[src/rtl/accumulator_param.sv]
// accumulator_param
// -----------------------------------------------------------------------------
// Parametrised partial-product accumulator for the chunked multiplier datapath.
// A bank of LANES small CHUNK_W x CHUNK_W multipliers delivers unsigned partial
// products over BEATS = (OP_W/CHUNK_W)^2 / LANES beats. Each partial product is
// shifted into place and summed into a 2*OP_W accumulator. A single correction
// cycle then turns the unsigned product into a signed/unsigned one, and the
// result is offered on a valid/ready handshake to writeback.
//
// Optional feature macro: ACCUM_ABORT_EN (adds the abort input).
//
// Ports
//   clk, reset              clock, synchronous active-high reset
//   abort                   (ACCUM_ABORT_EN only) cancel operation, back to IDLE
//   start                   begin operation (sampled in IDLE only)
//   op_a, op_b              operands, captured on accepted start
//   signed_a, signed_b      operand signedness, captured on accepted start
//   pp_valid, pp_in         partial-product beat; lane l at [l*2*CHUNK_W +: 2*CHUNK_W]
//   pp_ready                beat accepted this cycle (ACCUM only)
//   beat_idx                index of the beat expected next (0 outside ACCUM)
//   busy                    operation in flight (state != IDLE)
//   result_valid, result_ready  product handshake
//   product_1, product_2    low / high half of the product
//   dbg_state               current FSM state (IDLE=0, ACCUM=1, CORRECT=2, DONE=3)
//
// Handshakes: a transfer happens on a rising clk edge where valid and ready are
// both 1. pp_ready and result_valid depend only on the FSM state, never on the
// partner's valid/ready, so there is no combinational path between the sides;
// the product stays stable while result_valid=1 and result_ready=0.
// -----------------------------------------------------------------------------
module accumulator_param #(
  parameter int OP_W    = 32,
  parameter int CHUNK_W = 8,
  parameter int LANES   = 8,
  localparam int K      = OP_W / CHUNK_W,
  localparam int BEATS  = (K * K) / LANES,
  localparam int BIDX_W = (BEATS > 1) ? $clog2(BEATS) : 1,
  localparam int PP_W   = 2 * CHUNK_W,
  localparam int ACC_W  = 2 * OP_W
) (
  input  logic                  clk,
  input  logic                  reset,
`ifdef ACCUM_ABORT_EN
  input  logic                  abort,
`endif
  input  logic                  start,
  input  logic [OP_W-1:0]       op_a,
  input  logic [OP_W-1:0]       op_b,
  input  logic                  signed_a,
  input  logic                  signed_b,
  input  logic                  pp_valid,
  input  logic [LANES*PP_W-1:0] pp_in,
  output logic                  pp_ready,
  output logic [BIDX_W-1:0]     beat_idx,
  output logic                  busy,
  output logic                  result_valid,
  input  logic                  result_ready,
  output logic [OP_W-1:0]       product_1,
  output logic [OP_W-1:0]       product_2,
  output logic [1:0]            dbg_state
);

  typedef enum logic [1:0] {
    IDLE    = 2'd0,
    ACCUM   = 2'd1,
    CORRECT = 2'd2,
    DONE    = 2'd3
  } state_t;

  state_t            state_q, state_d;
  logic [ACC_W-1:0]  acc_q, acc_d;
  logic [BIDX_W-1:0] beat_q, beat_d;
  logic [OP_W-1:0]   a_q, a_d;
  logic [OP_W-1:0]   b_q, b_d;
  logic              sa_q, sa_d;
  logic              sb_q, sb_d;
  logic [OP_W-1:0]   p1_q, p1_d;
  logic [OP_W-1:0]   p2_q, p2_d;

  // Sum of all lanes of the current beat, each shifted into its place.
  // Global chunk index i = beat*LANES + lane selects row (chunk of B) = i / K
  // and col (chunk of A) = i % K; the product weight is 2^((row+col)*CHUNK_W).
  logic [ACC_W-1:0] beat_sum;

  always_comb begin
    beat_sum = '0;
    for (int l = 0; l < LANES; l++) begin
      beat_sum = beat_sum +
        (ACC_W'(pp_in[l*PP_W +: PP_W]) <<
          ((((int'(beat_q) * LANES + l) / K) + ((int'(beat_q) * LANES + l) % K)) * CHUNK_W));
    end
  end

  // Signed correction: treating a negative operand as unsigned adds 2^OP_W
  // times the other operand; subtract that back out. The cross term that both
  // corrections would imply is a multiple of 2^(2*OP_W) and vanishes.
  logic [ACC_W-1:0] corr_a;
  logic [ACC_W-1:0] corr_b;
  logic [ACC_W-1:0] acc_fix;

  assign corr_a  = (sa_q && a_q[OP_W-1]) ? ACC_W'(b_q) : '0;
  assign corr_b  = (sb_q && b_q[OP_W-1]) ? ACC_W'(a_q) : '0;
  assign acc_fix = acc_q - ((corr_a + corr_b) << OP_W);

  logic last_beat;
  assign last_beat = (beat_q == BIDX_W'(BEATS - 1));

  // Next-state and datapath updates.
  always_comb begin
    state_d = state_q;
    acc_d   = acc_q;
    beat_d  = beat_q;
    a_d     = a_q;
    b_d     = b_q;
    sa_d    = sa_q;
    sb_d    = sb_q;
    p1_d    = p1_q;
    p2_d    = p2_q;

    case (state_q)
      IDLE: begin
        if (start) begin
          a_d     = op_a;
          b_d     = op_b;
          sa_d    = signed_a;
          sb_d    = signed_b;
          acc_d   = '0;
          beat_d  = '0;
          state_d = ACCUM;
        end
      end
      ACCUM: begin
        if (pp_valid) begin
          acc_d = acc_q + beat_sum;
          if (last_beat) begin
            beat_d  = '0;
            state_d = CORRECT;
          end else begin
            beat_d = beat_q + BIDX_W'(1);
          end
        end
      end
      CORRECT: begin
        acc_d   = acc_fix;
        p1_d    = acc_fix[OP_W-1:0];
        p2_d    = acc_fix[ACC_W-1:OP_W];
        state_d = DONE;
      end
      DONE: begin
        // A start seen here is deliberately dropped; restart only from IDLE.
        if (result_ready) begin
          state_d = IDLE;
        end
      end
      default: state_d = IDLE;
    endcase

`ifdef ACCUM_ABORT_EN
    // Abort beats everything else, including the DONE handshake, and leaves
    // the last presented product untouched.
    if (abort && (state_q != IDLE)) begin
      state_d = IDLE;
      acc_d   = '0;
      beat_d  = '0;
      p1_d    = p1_q;
      p2_d    = p2_q;
    end
`endif
  end

  always_ff @(posedge clk) begin
    if (reset) begin
      state_q <= IDLE;
      acc_q   <= '0;
      beat_q  <= '0;
      a_q     <= '0;
      b_q     <= '0;
      sa_q    <= 1'b0;
      sb_q    <= 1'b0;
      p1_q    <= '0;
      p2_q    <= '0;
    end else begin
      state_q <= state_d;
      acc_q   <= acc_d;
      beat_q  <= beat_d;
      a_q     <= a_d;
      b_q     <= b_d;
      sa_q    <= sa_d;
      sb_q    <= sb_d;
      p1_q    <= p1_d;
      p2_q    <= p2_d;
    end
  end

  assign pp_ready     = (state_q == ACCUM);
  assign busy         = (state_q != IDLE);
  assign result_valid = (state_q == DONE);
  assign beat_idx     = (state_q == ACCUM) ? beat_q : '0;
  assign product_1    = p1_q;
  assign product_2    = p2_q;
  assign dbg_state    = state_q;

endmodule
[config.mk]
export PLATFORM = sky130hd
export DESIGN_NAME = accumulator_param
export DESIGN_NICKNAME = d
export VERILOG_FILES = /design/src/rtl/accumulator_param.sv
export SDC_FILE = /design/constraint.sdc
export NUM_CORES = 1
export LEC_CHECK = 0
export CAP_MARGIN = 25
export CELL_PAD_IN_SITES_DETAIL_PLACEMENT = 0
export CELL_PAD_IN_SITES_GLOBAL_PLACEMENT = 1
export CORE_MARGIN = 3
export CORE_UTILIZATION = 45
export CTS_BUF_LIST = sky130_fd_sc_hd__clkbuf_4 sky130_fd_sc_hd__clkbuf_8
export CTS_CLUSTER_SIZE = 30
export DETAILED_ROUTE_END_ITERATION = 12
export GPL_TIMING_DRIVEN = 1
export PLACE_DENSITY = 0.85
export SYNTH_ARGS = -nofsm -noshare
export SYNTH_HDL_FRONTEND = slang
export SYNTH_SLANG_ARGS = --single-unit
[constraint.sdc]
create_clock -name clk -period 9.95 [get_ports clk]
set_input_delay 2.4875 -clock clk [delete_from_list [all_inputs] [get_ports clk]]
set_output_delay 2.4875 -clock clk [all_outputs]
set_load 0.01 [all_outputs]
== After elaboration in Yosys (flattened, before gate mapping) ==
Index checks and enable logic that the tools add are counted.

* Register bits: 197
* Input bits: 199
* Output and inout bits: 70
* Logic and storage cells: 95

* Add/subtract/negate cells: 32
* Eq/ne operators: 7
* Shift-type cells: 8
* Muxes and demuxes: 15
* Bitwise logic cells: 7
* Reduce and logical (&&, ||, !) cells: 17

{| class="wikitable"
|+ Operator list
! operator !! count
|-
| adder 64 bit || 8
|-
| << shifter 16 x 32 -> 64 bit || 7
|-
| one-hot mux 64 bit (3 select lines) || 1
|-
| 2-to-1 mux 64 bit || 2
|-
| 2-to-1 mux 32 bit || 2
|-
| << shifter 16 x 5 -> 64 bit || 1
|-
| subtractor 64 bit || 1
|-
| adder 5 x 3 -> 6 bit || 7
|-
| adder 32 bit || 1
|-
| adder 3 x 1 -> 4 bit || 7
|-
| adder 4 x 3 -> 5 bit (second input constant) || 4
|-
| OR reduction 2 bit || 7
|-
| adder 4 x 2 -> 5 bit (second input constant) || 2
|-
| 2-to-1 mux 2 bit || 4
|-
| one-hot mux 2 bit (4 select lines) || 1
|-
| bitwise AND 1 bit (first input constant) || 7
|-
| AND reduction 3 bit || 2
|-
| adder 4 x 1 -> 5 bit (second input constant) || 1
|-
| == test 2 bit (second input constant) || 2
|-
| 2-to-1 mux 1 bit || 4
|-
| inequality test 2 x 1 -> 1 bit (second input constant) || 2
|-
| inequality test 2 bit (second input constant) || 2
|-
| AND reduction 4 bit || 1
|-
| nonzero test 2 bit || 2
|-
| other kinds (7) || 8
|}

== Longest topological paths before layout ==
* Depth after elaboration: 16
* Depth in mapped cells: 27
* Mapped depth without buffers: 25

== Worst setup path after synthesis ==
OpenSTA, ideal clock, no wires.

* Path type: in2reg
* Start: input pp_in[72]
* End: register acc_q[61]
* Setup time: 126 ps
* Data arrival time: 6994 ps
* Required time: 9824 ps
* Setup slack: 2830 ps
* Stages: 19
* Buffers on the path: 1
* Path through: nor2b_1 fa_1 fa_1 fa_1 inv_1 fa_1 inv_1 ha_1 buf_2 nand4_1 or3_1 o311a_1 o32a_1 and3_4 o41ai_4 a221oi_1 xnor2_1 nand2_1 o211ai_2

* Longest elaborated chain between the ends: 8

{| class="wikitable"
|+ Ends and longest elaborated chain
! item !! line !! text
|-
| start: declaration || 52 || <nowiki>input logic [LANES*PP_W-1:0] pp_in,</nowiki>
|-
| << shifter 16 x 32 -> 64 bit || 89 || <nowiki>(ACC_W'(pp_in[l*PP_W +: PP_W]) <<</nowiki>
|-
| adder 64 bit (4 in series) || 88 || <nowiki>beat_sum = beat_sum +</nowiki>
|-
| adder 64 bit || 134 || <nowiki>acc_d = acc_q + beat_sum;</nowiki>
|-
| 2-to-1 mux 64 bit || 133 || <nowiki>if (pp_valid) begin</nowiki>
|-
| one-hot mux 64 bit (3 select lines) || 120 || <nowiki>case (state_q)</nowiki>
|-
| end signal: assignment || 174 || <nowiki>acc_q <= '0;</nowiki>
|-
| end signal: assignment || 184 || <nowiki>acc_q <= acc_d;</nowiki>
|-
| end: declaration || 71 || <nowiki>logic [ACC_W-1:0] acc_q, acc_d;</nowiki>
|}

No other way between the ends. The select of a mux whose other input is x is not followed.
A chain may end at the register's enable or synchronous reset.

== Worst setup path in the final report ==
* Start: input pp_in[70]
* End: register acc_q[59]

The elaborated chain is that of the path after synthesis.

==> flow_metrics.py <==
metrics = {
    "logic_synthesis": {
        "ys_seq_elements": 197,
        "yosys_warnings": 0,
        "syn_inst": 2874,
        "ys_seq_area_share_pct": 16.4,
        "ys_top_cells_by_area": "fa_1, dfxtp_1, ha_1",
        "synth_flop_cell": "dfxtp_1",
        "yosys.area.top_type_share_pct": 21.7,
        "syn_avg_cell_area_sq_um": 8.36,
        "synth-edff-count": 0,
        "synth-async-reset-ratio_pct": 0,
        "synthesis.area_sq_mm": 0.0240,
        "synth_top_area_cell": "fa_1",
        "synth_cell_types": 75,
    },
    "timing": {
        "final_max_slew_viol_count": 0,
        "final_hold_viol_count": 0,
        "finalClockSkew_ps": 29.3,
        "period_share_pct": 78.7,
        "fin_setup_tns_ps": 0,
        "slew_headroom_pct": 36.2,
        "layout_min_cycle_time_ps": 7830,
        "max_slew.worst_pin.slew_ps": 956,
        "fmax_mhz": 128,
        "rsz0062_at_grt": "no",
        "setup_viol": 0,
        "fin_hold_ws_ps": 460,
    },
    "global_routing": {
        "grt_pass1_vias": 20600,
        "grt_overflow_total": 0,
        "grt_pass1_wl_um": 120000,
        "grt_max_degree": 147,
        "grt_use_met2_pct": 48.3,
        "antenna_found_initial": 5,
        "grt_busiest_layer": "met2",
        "use_met1_pct": 36.4,
        "grt_usage_pct": 27.8,
        "use_met3_pct": 3.42,
    },
    "floorplan": {
        "die_area_sq_mm": 0.0562,
        "ioPinCount": 269,
        "dieHeight_um": 237,
        "fp.dieW_um": 237,
        "rows": 84,
        "start_util_pct": 45.6,
        "core_area_sq_mm": 0.0527,
    },
    "setup_path": {
        "r2r_setup_slack_ps": 3080,
        "endpoint_kind": "flip-flop",
        "r2r_cells": 22,
        "critPathLaunchType": "input pin",
        "setup.worst_path.class": "input pin to flip-flop",
        "worstPathRequired_ps": 10430,
        "arrival_ps": 8310,
        "crit_path_max_fanout": 8,
        "r2r_end": "acc_q[59]",
        "regToRegStartpoint": "beat_q",
    },
    "layout": {
        "areaGrowthSynthToFinish_pct": 16.5,
        "drive_gt1_share_pct": 2.96,
        "final_cell_mix": "inv_1, nand2_1, clkdlybuf4s50_1",
        "fillers": 4977,
        "final_common_cell": "inv_1",
        "nets": 3838,
    },
    "clock_network": {
        "cts-resized-gates": 0,
        "holdBufCountCts": 0,
        "cts_max_level": 4,
        "cts_buffers": 17,
        "cts_buffer_depth": 2,
        "cts_setup_buffers": 0,
        "clkLatencyLatePin_ps": 630,
        "clk_pin_slew_ps": 130,
        "cts_tree": "built",
        "cts_sinks": 197,
        "root_buffer": "clkbuf_8",
    },
    "routing": {
        "wl_per_cell_um": 20.2,
        "ant_nets": 0,
        "via_count": 20200,
        "post-route-drc-count": 0,
        "drt-vias-per-instance": 5.27,
        "routed_wl_um": 77200,
        "first_pass_iters": 5,
        "drt-initial-drc-count": 1135,
    },
    "hold_path": {
        "hold_depth": 2,
        "hp-class": "flip-flop to flip-flop",
        "holdPathEnd": "a_q[7]",
        "hp-start": "a_q[7]",
    },
    "place": {
        "dp_hpwl_um": 65600,
        "io_buffer_count": 268,
        "gp_congestion": 0.966,
    },
    "run_status": {
        "status": "finished clean",
    },
    "run": {
        "cap_violations": 0,
    },
}
[per-stage QoR]
step | instances | setup slack [ps] | area [sq um] | utilization [%]
2_1_floorplan | 2972 | 2830 | 24400 | -
3_3_place_gp | 3791 | 1550 | 27500 | 52.2
3_5_place_dp | 3792 | 1480 | 27500 | 52.2
4_1_cts | 3824 | 2170 | 27900 | 53.1
5_1_grt | 3826 | 1720 | 28000 | 53.1
6_report | 3827 | 2120 | 28000 | 53.1
[cell families (layout without fill, tap and decap cells)]
| family | Yosys count | in the layout | synth area share [%] |
|---|---|---|---|
| other | 2 | 102 | 0.0313 |
| buffers and inverters | 606 | 771 | 9.61 |
| multiplexers | 71 | 71 | 3.04 |
| AND/OR/NAND/NOR | 807 | 807 | 16.6 |
| XOR/XNOR | 120 | 120 | 4.38 |
| adder cells (fa/ha/maj) | 515 | 515 | 35.0 |
| flip-flops | 197 | 197 | 16.4 |
| AO/OA/AOI/OAI | 556 | 556 | 15.0 |
[per-layer routing]
metal	wire length [um]	vias up	share of wire, %
met5	39	-	0.050
met4	1650	6	2.1
met3	3530	65	4.6
met2	37900	497	49
met1	34100	9811	44
li1	-	9806	-
[worst max-delay path by stage]
stage,from,end
global route,pp_in[78],acc_q[60]
floorplan,pp_in[72],acc_q[61]
detailed placement,pp_in[69],acc_q[59]
CTS,pp_in[69],acc_q[59]
finish,pp_in[70],acc_q[59]
global placement,pp_in[3],acc_q[61]
[worst max-delay path, stage by stage]
cell and delay, ps:
clkdlybuf4s50_1 560, and2_1 260, fa_1 510, fa_1 460, fa_1 510, inv_1 50, fa_1 390, inv_1 120
ha_1 350, a211oi_1 440, o211ai_1 190, a221oi_1 370, nand2_1 110, o21ai_2 230, nand3_1 210, a31o_2 290
a21oi_2 250, nor3_1 80, o41ai_1 330, a21oi_1 110
[cells in the mapped netlist, types with 4 or more instances]
master and number:
mux2_2 16, or3_1 5, o21ai_0 51, o21bai_1 19, a22o_1 6, a211oi_1 15, xnor2_1 75, nand3_1 21
nand4_1 28, a31oi_1 18, a21o_1 77, a221o_1 4, nand2b_1 51, a31o_2 6, a32oi_1 4, buf_4 6
ha_1 255, nor4_1 5, inv_1 459, nor2_1 151, and3_1 73, o211ai_1 5, o221ai_1 5, clkbuf_1 124
nor3_1 18, nand2_1 272, o21ai_1 20, buf_2 9, xor2_1 45, o21a_1 10, a221oi_1 6, buf_1 8
and2_1 68, a22oi_1 47, a211o_1 4, o21ai_2 4, a21oi_1 207, dfxtp_1 197, o22ai_1 10, a211oi_2 4
fa_1 260, nor2b_1 96, o41ai_1 4, mux2i_1 55
[sequential cells by signal, indices dropped and copies added, names as in the netlist]
signal     count
acc_q         64
sa_q           1
product_1     32
sb_q           1
dbg_state      2
b_q           32
a_q           32
product_2     32
beat_q         1
[final cells by class]
| class | instances | area (sq um) | share of cell area (%) |
|---|---|---|---|
| Antenna cell | 2 | 5.00 | 0.0179 |
| Tap cell | 688 | 861 | 3.08 |
| Timing Repair Buffer | 280 | 2810 | 10.1 |
| Clock buffer | 17 | 234 | 0.836 |
| Multi-Input combinational cell | 2169 | 18200 | 64.9 |
| Sequential cell | 197 | 3950 | 14.1 |
| Clock inverter | 15 | 229 | 0.819 |
| Inverter | 459 | 1720 | 6.16 |
Power is not shown: default switching activity piles up to over one toggle a cycle in this logic, so the estimate is an artifact.
